==> config.mk <==
export PLATFORM = sky130hd
export DESIGN_NAME = systolic_result_drain_flat
export DESIGN_NICKNAME = d
export VERILOG_FILES = /design/src/rtl/systolic_result_drain_if.sv /design/src/rtl/systolic_result_drain.sv /design/src/flat_wrapper.sv
export SDC_FILE = /design/constraint.sdc
export NUM_CORES = 1
export LEC_CHECK = 0
export CAP_MARGIN = 10
export CORE_AREA = 5 5 251 253
export DETAILED_ROUTE_END_ITERATION = 8
export DIE_AREA = 0 0 256 258
export PLACE_DENSITY = 0.74
export SLEW_MARGIN = 20
export SYNTH_ARGS = -nofsm -noshare
export SYNTH_HDL_FRONTEND = slang
export SYNTH_SLANG_ARGS = --single-unit
==> constraint.sdc <==
create_clock -name clk -period 5.2 [get_ports clk]
set_input_delay 0.52 -clock clk [delete_from_list [all_inputs] [get_ports clk]]
set_output_delay 0.52 -clock clk [all_outputs]
set_load 0.02 [all_outputs]
==> src/rtl/systolic_result_drain_if.sv <==
// Result stream between the systolic drain block and the downstream result sink.
// The drain side drives word, index and framing; the sink answers with ready.
interface systolic_result_drain_if #(
    parameter int DATA_W = 64
);
    logic [DATA_W-1:0] out_data;
    logic [3:0]        out_idx;
    logic              out_valid;
    logic              out_ready;
    logic              out_last;

    modport master (
        output out_data,
        output out_idx,
        output out_valid,
        output out_last,
        input  out_ready
    );

    modport slave (
        input  out_data,
        input  out_idx,
        input  out_valid,
        input  out_last,
        output out_ready
    );
endinterface

==> src/rtl/systolic_result_drain.sv <==
// Result-side reader for the 3x3 systolic MAC array. A pass starts with the
// first input beat. The block waits out the input skew, snapshots every
// accumulator in one cycle and clears the MACs. It then streams the nine
// results out over a valid/ready handshake.
module systolic_result_drain #(
    parameter int DATA_W   = 64,
    parameter int N_ELEM   = 9,
    parameter int K_DEPTH  = 3,
    parameter int SKEW_LAT = 4
) (
    input  logic                     clk,
    input  logic                     rst,
    input  logic                     start,
    input  logic [N_ELEM*DATA_W-1:0] acc_in,
    output logic                     acc_clr,
    output logic                     busy,
    output logic                     done,
    output logic                     overrun,
    systolic_result_drain_if.master  out_if
);

    localparam int PASS_LEN = K_DEPTH + SKEW_LAT;
    localparam int CNT_W    = $clog2(PASS_LEN) + 1;
    localparam logic [CNT_W-1:0] CNT_LAST = CNT_W'(PASS_LEN - 1);
    localparam logic [3:0]       IDX_LAST = 4'(N_ELEM - 1);

    typedef enum logic [1:0] {
        IDLE,
        ACCUM,
        DRAIN
    } state_t;

    state_t             state_q, state_d;
    logic [CNT_W-1:0]   cnt_q, cnt_d;
    logic [3:0]         idx_q, idx_d;
    logic               acc_clr_d, done_d, overrun_d;
    logic               capture;
    logic [DATA_W-1:0]  shadow_q [N_ELEM];

    // State, counters and the one-cycle pulse registers
    always_ff @(posedge clk or negedge rst) begin
        if (!rst) begin
            state_q <= IDLE;
            cnt_q   <= '0;
            idx_q   <= '0;
            acc_clr <= 1'b0;
            done    <= 1'b0;
            overrun <= 1'b0;
        end else begin
            state_q <= state_d;
            cnt_q   <= cnt_d;
            idx_q   <= idx_d;
            acc_clr <= acc_clr_d;
            done    <= done_d;
            overrun <= overrun_d;
        end
    end

    // Pass sequencing: count out the skew, capture, then advance on each accepted word
    always_comb begin
        state_d   = state_q;
        cnt_d     = cnt_q;
        idx_d     = idx_q;
        acc_clr_d = 1'b0;
        done_d    = 1'b0;
        overrun_d = overrun;
        capture   = 1'b0;
        case (state_q)
            IDLE: begin
                if (start) begin
                    state_d = ACCUM;
                    cnt_d   = '0;
                end
            end
            ACCUM: begin
                if (start) begin
                    overrun_d = 1'b1;
                end
                if (cnt_q == CNT_LAST) begin
                    capture   = 1'b1;
                    acc_clr_d = 1'b1;
                    idx_d     = '0;
                    state_d   = DRAIN;
                end else begin
                    cnt_d = cnt_q + 1'b1;
                end
            end
            DRAIN: begin
                if (start) begin
                    overrun_d = 1'b1;
                end
                if (out_if.out_ready) begin
                    if (idx_q == IDX_LAST) begin
                        idx_d   = '0;
                        done_d  = 1'b1;
                        state_d = IDLE;
                    end else begin
                        idx_d = idx_q + 4'd1;
                    end
                end
            end
            default: begin
                state_d = IDLE;
            end
        endcase
    end

    // Shadow copy of the array outputs, taken only on the capture edge
    always_ff @(posedge clk or negedge rst) begin
        if (!rst) begin
            for (int i = 0; i < N_ELEM; i++) begin
                shadow_q[i] <= '0;
            end
        end else if (capture) begin
            for (int i = 0; i < N_ELEM; i++) begin
                shadow_q[i] <= acc_in[i*DATA_W +: DATA_W];
            end
        end
    end

    // Stream outputs are decoded from state so they hold steady under back-pressure
    always_comb begin
        busy             = (state_q != IDLE);
        out_if.out_valid = (state_q == DRAIN);
        out_if.out_idx   = idx_q;
        out_if.out_last  = (state_q == DRAIN) && (idx_q == IDX_LAST);
        out_if.out_data  = (state_q == DRAIN) ? shadow_q[idx_q] : '0;
    end

endmodule

==> src/flat_wrapper.sv <==
// flat-port wrapper written by rule: the top's interface ports become plain ports
module systolic_result_drain_flat 
#(
    parameter int DATA_W   = 64,
    parameter int N_ELEM   = 9,
    parameter int K_DEPTH  = 3,
    parameter int SKEW_LAT = 4
)
  (clk, rst, start, acc_in, acc_clr, busy, done, overrun, out_if_out_data, out_if_out_idx, out_if_out_valid, out_if_out_last, out_if_out_ready);
  systolic_result_drain_if #(.DATA_W(DATA_W)) out_if_i ();
  input  logic clk;
  input  logic rst;
  input  logic start;
  input  logic [N_ELEM*DATA_W-1:0] acc_in;
  output logic acc_clr;
  output logic busy;
  output logic done;
  output logic overrun;
  output wire logic [$bits(out_if_i.out_data)-1:0] out_if_out_data;
  output wire logic [$bits(out_if_i.out_idx)-1:0] out_if_out_idx;
  output wire logic [$bits(out_if_i.out_valid)-1:0] out_if_out_valid;
  output wire logic [$bits(out_if_i.out_last)-1:0] out_if_out_last;
  input wire logic [$bits(out_if_i.out_ready)-1:0] out_if_out_ready;
  assign out_if_out_data = out_if_i.out_data;
  assign out_if_out_idx = out_if_i.out_idx;
  assign out_if_out_valid = out_if_i.out_valid;
  assign out_if_out_last = out_if_i.out_last;
  assign out_if_i.out_ready = out_if_out_ready;
  systolic_result_drain #(.DATA_W(DATA_W), .N_ELEM(N_ELEM), .K_DEPTH(K_DEPTH), .SKEW_LAT(SKEW_LAT)) u_core (.clk(clk), .rst(rst), .start(start), .acc_in(acc_in), .acc_clr(acc_clr), .busy(busy), .done(done), .overrun(overrun), .out_if(out_if_i));
endmodule
==> qor.txt, run 1 <==
POWER AND IR DROP
-------------------------------------------------------------------------------------
Switching power share of the total                                             30.77%
P_sw                                                                         5.380 mW
Combinational cell fraction of total power                                      29.9%
Leakage                                                                      17.08 nW
Max IR drop VDD                                                              293.4 uV
Power density normalized to cell area                                    486.8 nW/um2
Sequential share of power                                                       44.5%
Cell internal power dissipation                                              12.11 mW
Clock network fraction of total power                                           25.6%

HOLD PATH
-------------------------------------------------------------------------------------
Hold/Removal Path Class                                                  flip-flop to flip-flop

CLOCK TREE
-------------------------------------------------------------------------------------
Num Clock Sinks                                                                   589
Worst skew pair latency                                                        620 ps
CTS buffer count                                                                   61
Clock-pin slew of the registers on the worst-case setup and hold paths          60 ps
Root Driver                                                              sky130_fd_sc_hd__clkbuf_16
Number of H-tree levels                                                             2
Post-CTS Setup Inserts                                                              0
Clock Tree Buf Depth                                                                3
Clock tree from TritonCTS                                                        done
Hold-fix buffers, CTS                                                               1
Gates resized, CTS repair                                                           0

TIMING
-------------------------------------------------------------------------------------
Final slew viol count                                                               0
Final critical-path required period                                           4370 ps
Post-route worst setup slack                                                 830.2 ps
RSZ-0062 raised after global routing                                               no
Actual transition at the worst max-transition pin                             1079 ps
Max Freq                                                                    228.8 MHz
Post-Route Setup TNS                                                             0 ps
Post-route clock skew                                                        20.70 ps
Fraction of the cycle the final worst path needs                               84.03%
Total count of hold-check failures in the final report                              0
Max-slew headroom at the worst pin                                             28.07%
Endpoints failing setup                                                             0

CRITICAL PATH
-------------------------------------------------------------------------------------
R2r endpoint                                                             u_core.shadow_q[108]
Worst R2R Setup Slack                                                         2350 ps
Critical path, cell by cell                                              nor2b_4 -> buf_4 -> a221oi_1 -> a21oi_1 -> nor2_1 -> clkdlybuf4s50_1
Worst Path Arrival                                                            3850 ps
Critical path's largest stage delay                                            870 ps
Largest fanout on the critical path                                                41
Data required, critical path                                                  4680 ps
Startpoint of the most critical register-to-register path                u_core.state_q[1]
Type of the worst setup path                                             flip-flop to output port
R2R cell count                                                                      6
End point of the critical path                                           out_if_out_data[8]
Start point of the critical path                                         u_core.out_if.out_idx[1]
Element type at the critical path end                                     output port
Launching element type of the critical path                                 flip-flop
Slowest library cell on the worst path                                   sky130_fd_sc_hd__dfrtp_4

SYNTH
-------------------------------------------------------------------------------------
Fraction of registers with async set or reset after synthesis                  100.0%
Warnings from Yosys                                                                 0
Synthesized Nets                                                                 2412
Post-synth EDFFs                                                                    0
Mean instance size in the synthesized netlist                               14.79 um2
Post-Syn Area                                                               26990 um2
Dominant synthesized flop cell                                           sky130_fd_sc_hd__dfrtp_1
Number of library cell types mapped by synthesis                                   38
Synthesized netlist cell count                                                   1825
Register area share after synthesis                                            54.61%
Post-synthesis register bit count                                                 589

LAYOUT
-------------------------------------------------------------------------------------
Commonest non-fill, non-tap cells in the layout                          sky130_fd_sc_hd__clkdlybuf4s50_1 (652), sky130_fd_sc_hd__dfrtp_1 (586), sky130_fd_sc_hd__mux2_1 (507)
Synthesis-to-layout area growth                                                33.09%
Share of post-route cells with drive strength above 1                          10.81%
Net count of the finished layout                                                 3019
Commonest non-fill, non-tap cell in the layout                           sky130_fd_sc_hd__clkdlybuf4s50_1
Count of filler cells inserted in the layout                                     4742

DETAILED ROUTING
-------------------------------------------------------------------------------------
Post-detailed-route via-to-cell ratio                                           5.465
Number of remaining DRC errors                                                      0
Iter 0 DRT Violations                                                            1233
Total wire length after detailed routing                                     83.54 mm
Wire length per cell                                                         25.30 um
Vias post-DR                                                                    18050
Remaining antenna violation count                                                   0
First drt pass iteration count                                                      5

FLOORPLANNING
-------------------------------------------------------------------------------------
Number of placed I/O pins                                                         654
Initial cell density of the core                                               44.39%
Floorplan row count                                                                91
Y dimension of the die                                                         258 um
Core outline area                                                           60800 um2
Die span in x                                                                  256 um
Total Die Area                                                              66050 um2

GLOBAL ROUTING
-------------------------------------------------------------------------------------
First-pass GRT wire length                                                   125.4 mm
Initial antenna violation count                                                    45
Vias in the first global route                                                  19910
Grt ovf                                                                             0
Largest net degree at the start of global routing                                 143
Overall track demand over capacity in global routing                           24.58%

PLACE
-------------------------------------------------------------------------------------
Estimated wirelength of the detail-placed design                             60.36 mm
Post-Place Worst Slack                                                        1437 ps
Final RePlAce weighted congestion                                              0.8921
Total of buffers placed on input and output ports                                 653

FLOW RUN
-------------------------------------------------------------------------------------
Max-cap violations                                                                  0

STATUS
-------------------------------------------------------------------------------------
Result of the run                                                        finished clean

[flip-flops by register name (all words and copies together) (netlist names)]
| name | cells |
|---|---|
| u_core.acc_clr | 1 |
| u_core.cnt_q | 4 |
| u_core.done | 1 |
| u_core.out_if.out_idx | 4 |
| u_core.overrun | 1 |
| u_core.shadow_q | 576 |
| u_core.state_q | 2 |
[how the worst min path moves through the flow]
stage / cells past startpoint / endpoint / slack [ps] / from
after CTS: 2 / u_core.shadow_q[6] / 450 / acc_in[518]
after floorplan: 0 / u_core.acc_clr / 220 / rst
after global placement: 1 / u_core.overrun / 450 / u_core.overrun
final: 1 / u_core.overrun / 460 / u_core.overrun
after global routing: 2 / u_core.shadow_q[174] / 470 / acc_in[430]
after detailed placement: 1 / u_core.overrun / 450 / u_core.overrun
[kinds of logic after synthesis]
group                      synth area share [%]
buffers and inverters                     4.265
adders and majority gates                0.3245
muxes                                     34.23
AOI/OAI and AO/OA                         4.965
and+or+nand+nor                           1.609
DFF                                       54.61
[power by group through the flow]
stage / Sequential [mW] / Combinational, mW / Clock (mW)
after floorplan: 7.24 / 3.90 / 0
after global placement: 7.71 / 5.05 / 0
after detailed placement: 7.83 / 5.26 / 0
after CTS: 7.76 / 5.29 / 4.56
after global routing: 7.98 / 5.71 / 4.76
final: 7.79 / 5.23 / 4.47
[per-layer routing]
metal  up-vias  GRT usage, %  share of wire (%)
li1       7974             -                  -
met1      9295         31.94                 41
met2       590         40.41                 50
met3       168         5.113                5.6
met4        18         10.49                3.6
met5         -             0               0.14
[worst max-delay path, delay by kind of cell (launching register included)]
| family | cells | cell delay [ps] |
|---|---|---|
| buf+inv | 2 | 1100 |
| simple gates | 2 | 790 |
| compound gates | 2 | 440 |
| flops | 1 | 870 |
[layout make-up]
cell class	instances	area, um2	area share, %
multi-input cells	1089	11120	30.97
diodes	33	82.58	0.2299
inverters	10	37.54	0.1045
repair buffers	681	6904	19.22
clock buffers	89	1794	4.995
clock inverters	21	242.7	0.6757
flip-flops and latches	589	14750	41.06
well taps	790	988.4	2.752
[synthesized netlist by cell type (25+ instances only)]
cell	instances	area, um2
sky130_fd_sc_hd__dfrtp_1	589	14740
sky130_fd_sc_hd__mux2_1	507	5709
sky130_fd_sc_hd__mux2i_1	131	1311
sky130_fd_sc_hd__a21oi_1	72	360.4
sky130_fd_sc_hd__nor2_1	72	270.3
sky130_fd_sc_hd__mux2_2	69	777.0
sky130_fd_sc_hd__o21ai_0	67	335.3
sky130_fd_sc_hd__a221oi_1	64	560.5
sky130_fd_sc_hd__mux4_2	64	1441
sky130_fd_sc_hd__buf_6	63	709.4
sky130_fd_sc_hd__buf_2	34	170.2
sky130_fd_sc_hd__clkbuf_1	25	93.84
[metrics by stage]
stage	power [mW]	hold WS [ps]	instances	cell area, um2	utilization (%)
after floorplan	11.14	224.4	1825	26990	-
after global placement	12.77	452.3	3158	33790	55.58
after detailed placement	13.09	445.0	3158	33790	55.58
after CTS	17.61	447.9	3269	35840	58.95
after global routing	18.46	471.2	3300	35920	59.07
final	17.49	460.0	3302	35920	59.08
Note: power is estimated with default switching activity, not from simulation.
==> run 2, diff against run 1 <==
--- a/config.mk
+++ b/config.mk
@@ -6,10 +6,11 @@
 export NUM_CORES = 1
 export LEC_CHECK = 0
 export CAP_MARGIN = 10
-export CORE_AREA = 5 5 251 253
+export CORE_ASPECT_RATIO = 2
+export CORE_MARGIN = 5
+export CORE_UTILIZATION = 45
 export DETAILED_ROUTE_END_ITERATION = 8
-export DIE_AREA = 0 0 256 258
-export PLACE_DENSITY = 0.74
+export PLACE_DENSITY = 0.78
 export SLEW_MARGIN = 20
 export SYNTH_ARGS = -nofsm -noshare
 export SYNTH_HDL_FRONTEND = slang
==> constraint.sdc (replaced) <==
create_clock -name clk -period 3.8 [get_ports clk]
set_input_delay 0.38 -clock clk [delete_from_list [all_inputs] [get_ports clk]]
set_output_delay 0.38 -clock clk [all_outputs]
set_load 0.02 [all_outputs]
==> run 2 against run 1 <==
  * Sequential share of layout area down 0.34 points
  * Clock skew grew 1.1 ps
  * Sequential cell count unchanged
  * Non-clock buffer count up 38
  * Largest cell class unchanged
  * Global-route usage is 2.1 points higher
  * Die area shrank 1.2%
  * Wire length is 6.8% higher
  * Critical path type unchanged
  * Hold slack worse by 81 ps
  * Clock power is 30% higher
  * Sequential power grew 36%
==> qor.txt, run 2 (same netlist as run 1, synthesis figures left out) <==
STATUS
-------------------------------------------------------------------------------------
Result of the run                                                        finished clean

TIMING
-------------------------------------------------------------------------------------
Endpoints failing setup                                                             0
Final slew viol count                                                               0
Max-slew headroom at the worst pin                                             32.78%
Max Freq                                                                    270.6 MHz
Post-Route Setup TNS                                                             0 ps
Post-route clock skew                                                        21.84 ps
Actual transition at the worst max-transition pin                             1008 ps
Post-route worst setup slack                                                 104.8 ps
Fraction of the cycle the final worst path needs                               97.24%
RSZ-0062 raised after global routing                                               no
Final critical-path required period                                           3695 ps
Total count of hold-check failures in the final report                              0

CLOCK TREE
-------------------------------------------------------------------------------------
Worst skew pair latency                                                        590 ps
Clock Tree Buf Depth                                                                3
Clock tree from TritonCTS                                                        done
Clock-pin slew of the registers on the worst-case setup and hold paths          70 ps
Number of H-tree levels                                                             2
CTS buffer count                                                                   54
Num Clock Sinks                                                                   589
Root Driver                                                              sky130_fd_sc_hd__clkbuf_16

DETAILED ROUTING
-------------------------------------------------------------------------------------
Total wire length after detailed routing                                     89.23 mm
Iter 0 DRT Violations                                                            1110
Number of remaining DRC errors                                                      0
Post-detailed-route via-to-cell ratio                                           5.586
Remaining antenna violation count                                                   0
Wire length per cell                                                         26.89 um
Vias post-DR                                                                    18540
First drt pass iteration count                                                      5

LAYOUT
-------------------------------------------------------------------------------------
Commonest non-fill, non-tap cells in the layout                          sky130_fd_sc_hd__clkdlybuf4s50_1 (652), sky130_fd_sc_hd__dfrtp_1 (586), sky130_fd_sc_hd__mux2_1 (507)
Commonest non-fill, non-tap cell in the layout                           sky130_fd_sc_hd__clkdlybuf4s50_1
Number of flip-flops in the largest register                                      576
Count of filler cells inserted in the layout                                     4681
Synthesis-to-layout area growth                                                34.21%
Net count of the finished layout                                                 3050
Sequential cell area                                                        14750 um2
Final Core Density                                                             60.63%
Area of combinational cells with multiple inputs                            11150 um2
Share of post-route cells with drive strength above 1                          11.91%
Register bank with the most flops                                        u_core.shadow_q

CRITICAL PATH
-------------------------------------------------------------------------------------
Largest fanout on the critical path                                                22
Element type at the critical path end                                     output port
Critical path's largest stage delay                                            600 ps
Type of the worst setup path                                             flip-flop to output port
Family of cells with the greatest summed delay on the critical path      buffers and inverters
Worst Path Arrival                                                            3320 ps
Startpoint of the most critical register-to-register path                u_core.state_q[1]
Critical path, cell by cell                                              nor2_4 -> buf_4 -> a221oi_1 -> a21oi_1 -> nor2_1 -> clkdlybuf4s50_1
Slowest library cell on the worst path                                   sky130_fd_sc_hd__dfrtp_4
Data required, critical path                                                  3420 ps
Launching element type of the critical path                                 flip-flop
Start point of the critical path                                         u_core.out_if.out_idx[1]
Bufs and invs on worst path                                                         2

POWER AND IR DROP
-------------------------------------------------------------------------------------
Max IR drop VDD                                                              462.2 uV
Switching power share of the total                                             31.40%
P_sw                                                                         7.575 mW
Overall power consumption                                                    24.13 mW
Power density normalized to cell area                                    666.0 nW/um2
Cell internal power dissipation                                              16.55 mW
Leakage                                                                      17.25 nW
Combinational cell fraction of total power                                      32.1%
Clock network fraction of total power                                           24.0%
Sequential share of power                                                       43.9%

FLOORPLANNING
-------------------------------------------------------------------------------------
Total Die Area                                                              65270 um2
Die span in x                                                                183.2 um
Initial cell density of the core                                               45.18%
Floorplan row count                                                               127
Number of placed I/O pins                                                         654
Core outline area                                                           59750 um2
Y dimension of the die                                                       356.4 um

GLOBAL ROUTING
-------------------------------------------------------------------------------------
Busiest layer in global routing                                                  met2
Vias in the first global route                                                  20760
GR Layer Usage met3                                                            6.865%
Routing usage on met1                                                          30.75%
Largest net degree at the start of global routing                                 142
Grt ovf                                                                             0
Routing usage on met2                                                          43.97%
Overall track demand over capacity in global routing                           26.64%
Initial antenna violation count                                                    46
First-pass GRT wire length                                                   130.5 mm

PLACE
-------------------------------------------------------------------------------------
Post-Place Worst Slack                                                       509.8 ps
Total of buffers placed on input and output ports                                 653
Estimated wirelength of the detail-placed design                             65.88 mm
Final RePlAce weighted congestion                                              0.9066

HOLD PATH
-------------------------------------------------------------------------------------
Hold Crit Start                                                           acc_in[437]
Hold/Removal Path Class                                                  input pin to flip-flop

FLOW RUN
-------------------------------------------------------------------------------------
Max-cap violations                                                                  0

-- run 2: layer usage --
| metal | routed length, um | vias to the layer above |
|---|---|---|
| met1 | 32190 | 9419 |
| met3 | 6664 | 215 |
| met4 | 5707 | 12 |
| li1 | - | 8056 |
| met5 | 73 | - |
| met2 | 44590 | 833 |
-- run 2: cell type report --
class                   count  share of cell area [%]
inverters                  10                  0.1036
multi-input cells        1089                   30.78
repair buffers            719                   20.27
diodes                     42                  0.2901
flip-flops and latches    589                   40.72
clock inverters            19                  0.7253
clock buffers              76                   4.438
well taps                 774                   2.673
-- run 2: power by group through the flow --
stage | registers [mW] | clock network (mW) | logic, mW
2_1_floorplan | 9.90 | 0 | 5.34
3_3_place_gp | 10.5 | 0 | 7.44
3_5_place_dp | 10.7 | 0 | 7.72
4_1_cts | 10.6 | 5.92 | 7.81
5_1_grt | 10.8 | 6.15 | 8.43
6_report | 10.6 | 5.79 | 7.75
-- run 2: repair_timing --
action	in CTS	in global routing
pin swaps	0	0
gates resized for setup	1	1
hold buffers	1	0
endpoints found under the hold margin	88	0
setup buffers	3	1
endpoints found under the setup margin	2	6
-- run 2: path summary, 6_finish.rpt --
| path | cells after the start | slack (ps) | to |
|---|---|---|---|
| worst min register to register | 1 | 480 | u_core.overrun |
| max in group asynchronous | 3 | 2310 | u_core.shadow_q[501] |
| worst min-delay path | 2 | 380 | u_core.shadow_q[181] |
| worst max-delay path | 6 | 100 | out_if_out_data[46] |
| min in group asynchronous | 2 | 430 | u_core.shadow_q[485] |
| worst max register to register | 6 | 1150 | u_core.shadow_q[42] |
-- run 2: metrics by stage --
step | area, um2 | cells | hold slack (ps)
5_1_grt | 36200 | 3310 | 354.8
4_1_cts | 36100 | 3275 | 340.0
2_1_floorplan | 26990 | 1825 | 84.41
3_3_place_gp | 34180 | 3176 | 461.7
3_5_place_dp | 34180 | 3176 | 456.7
6_report | 36220 | 3318 | 379.0
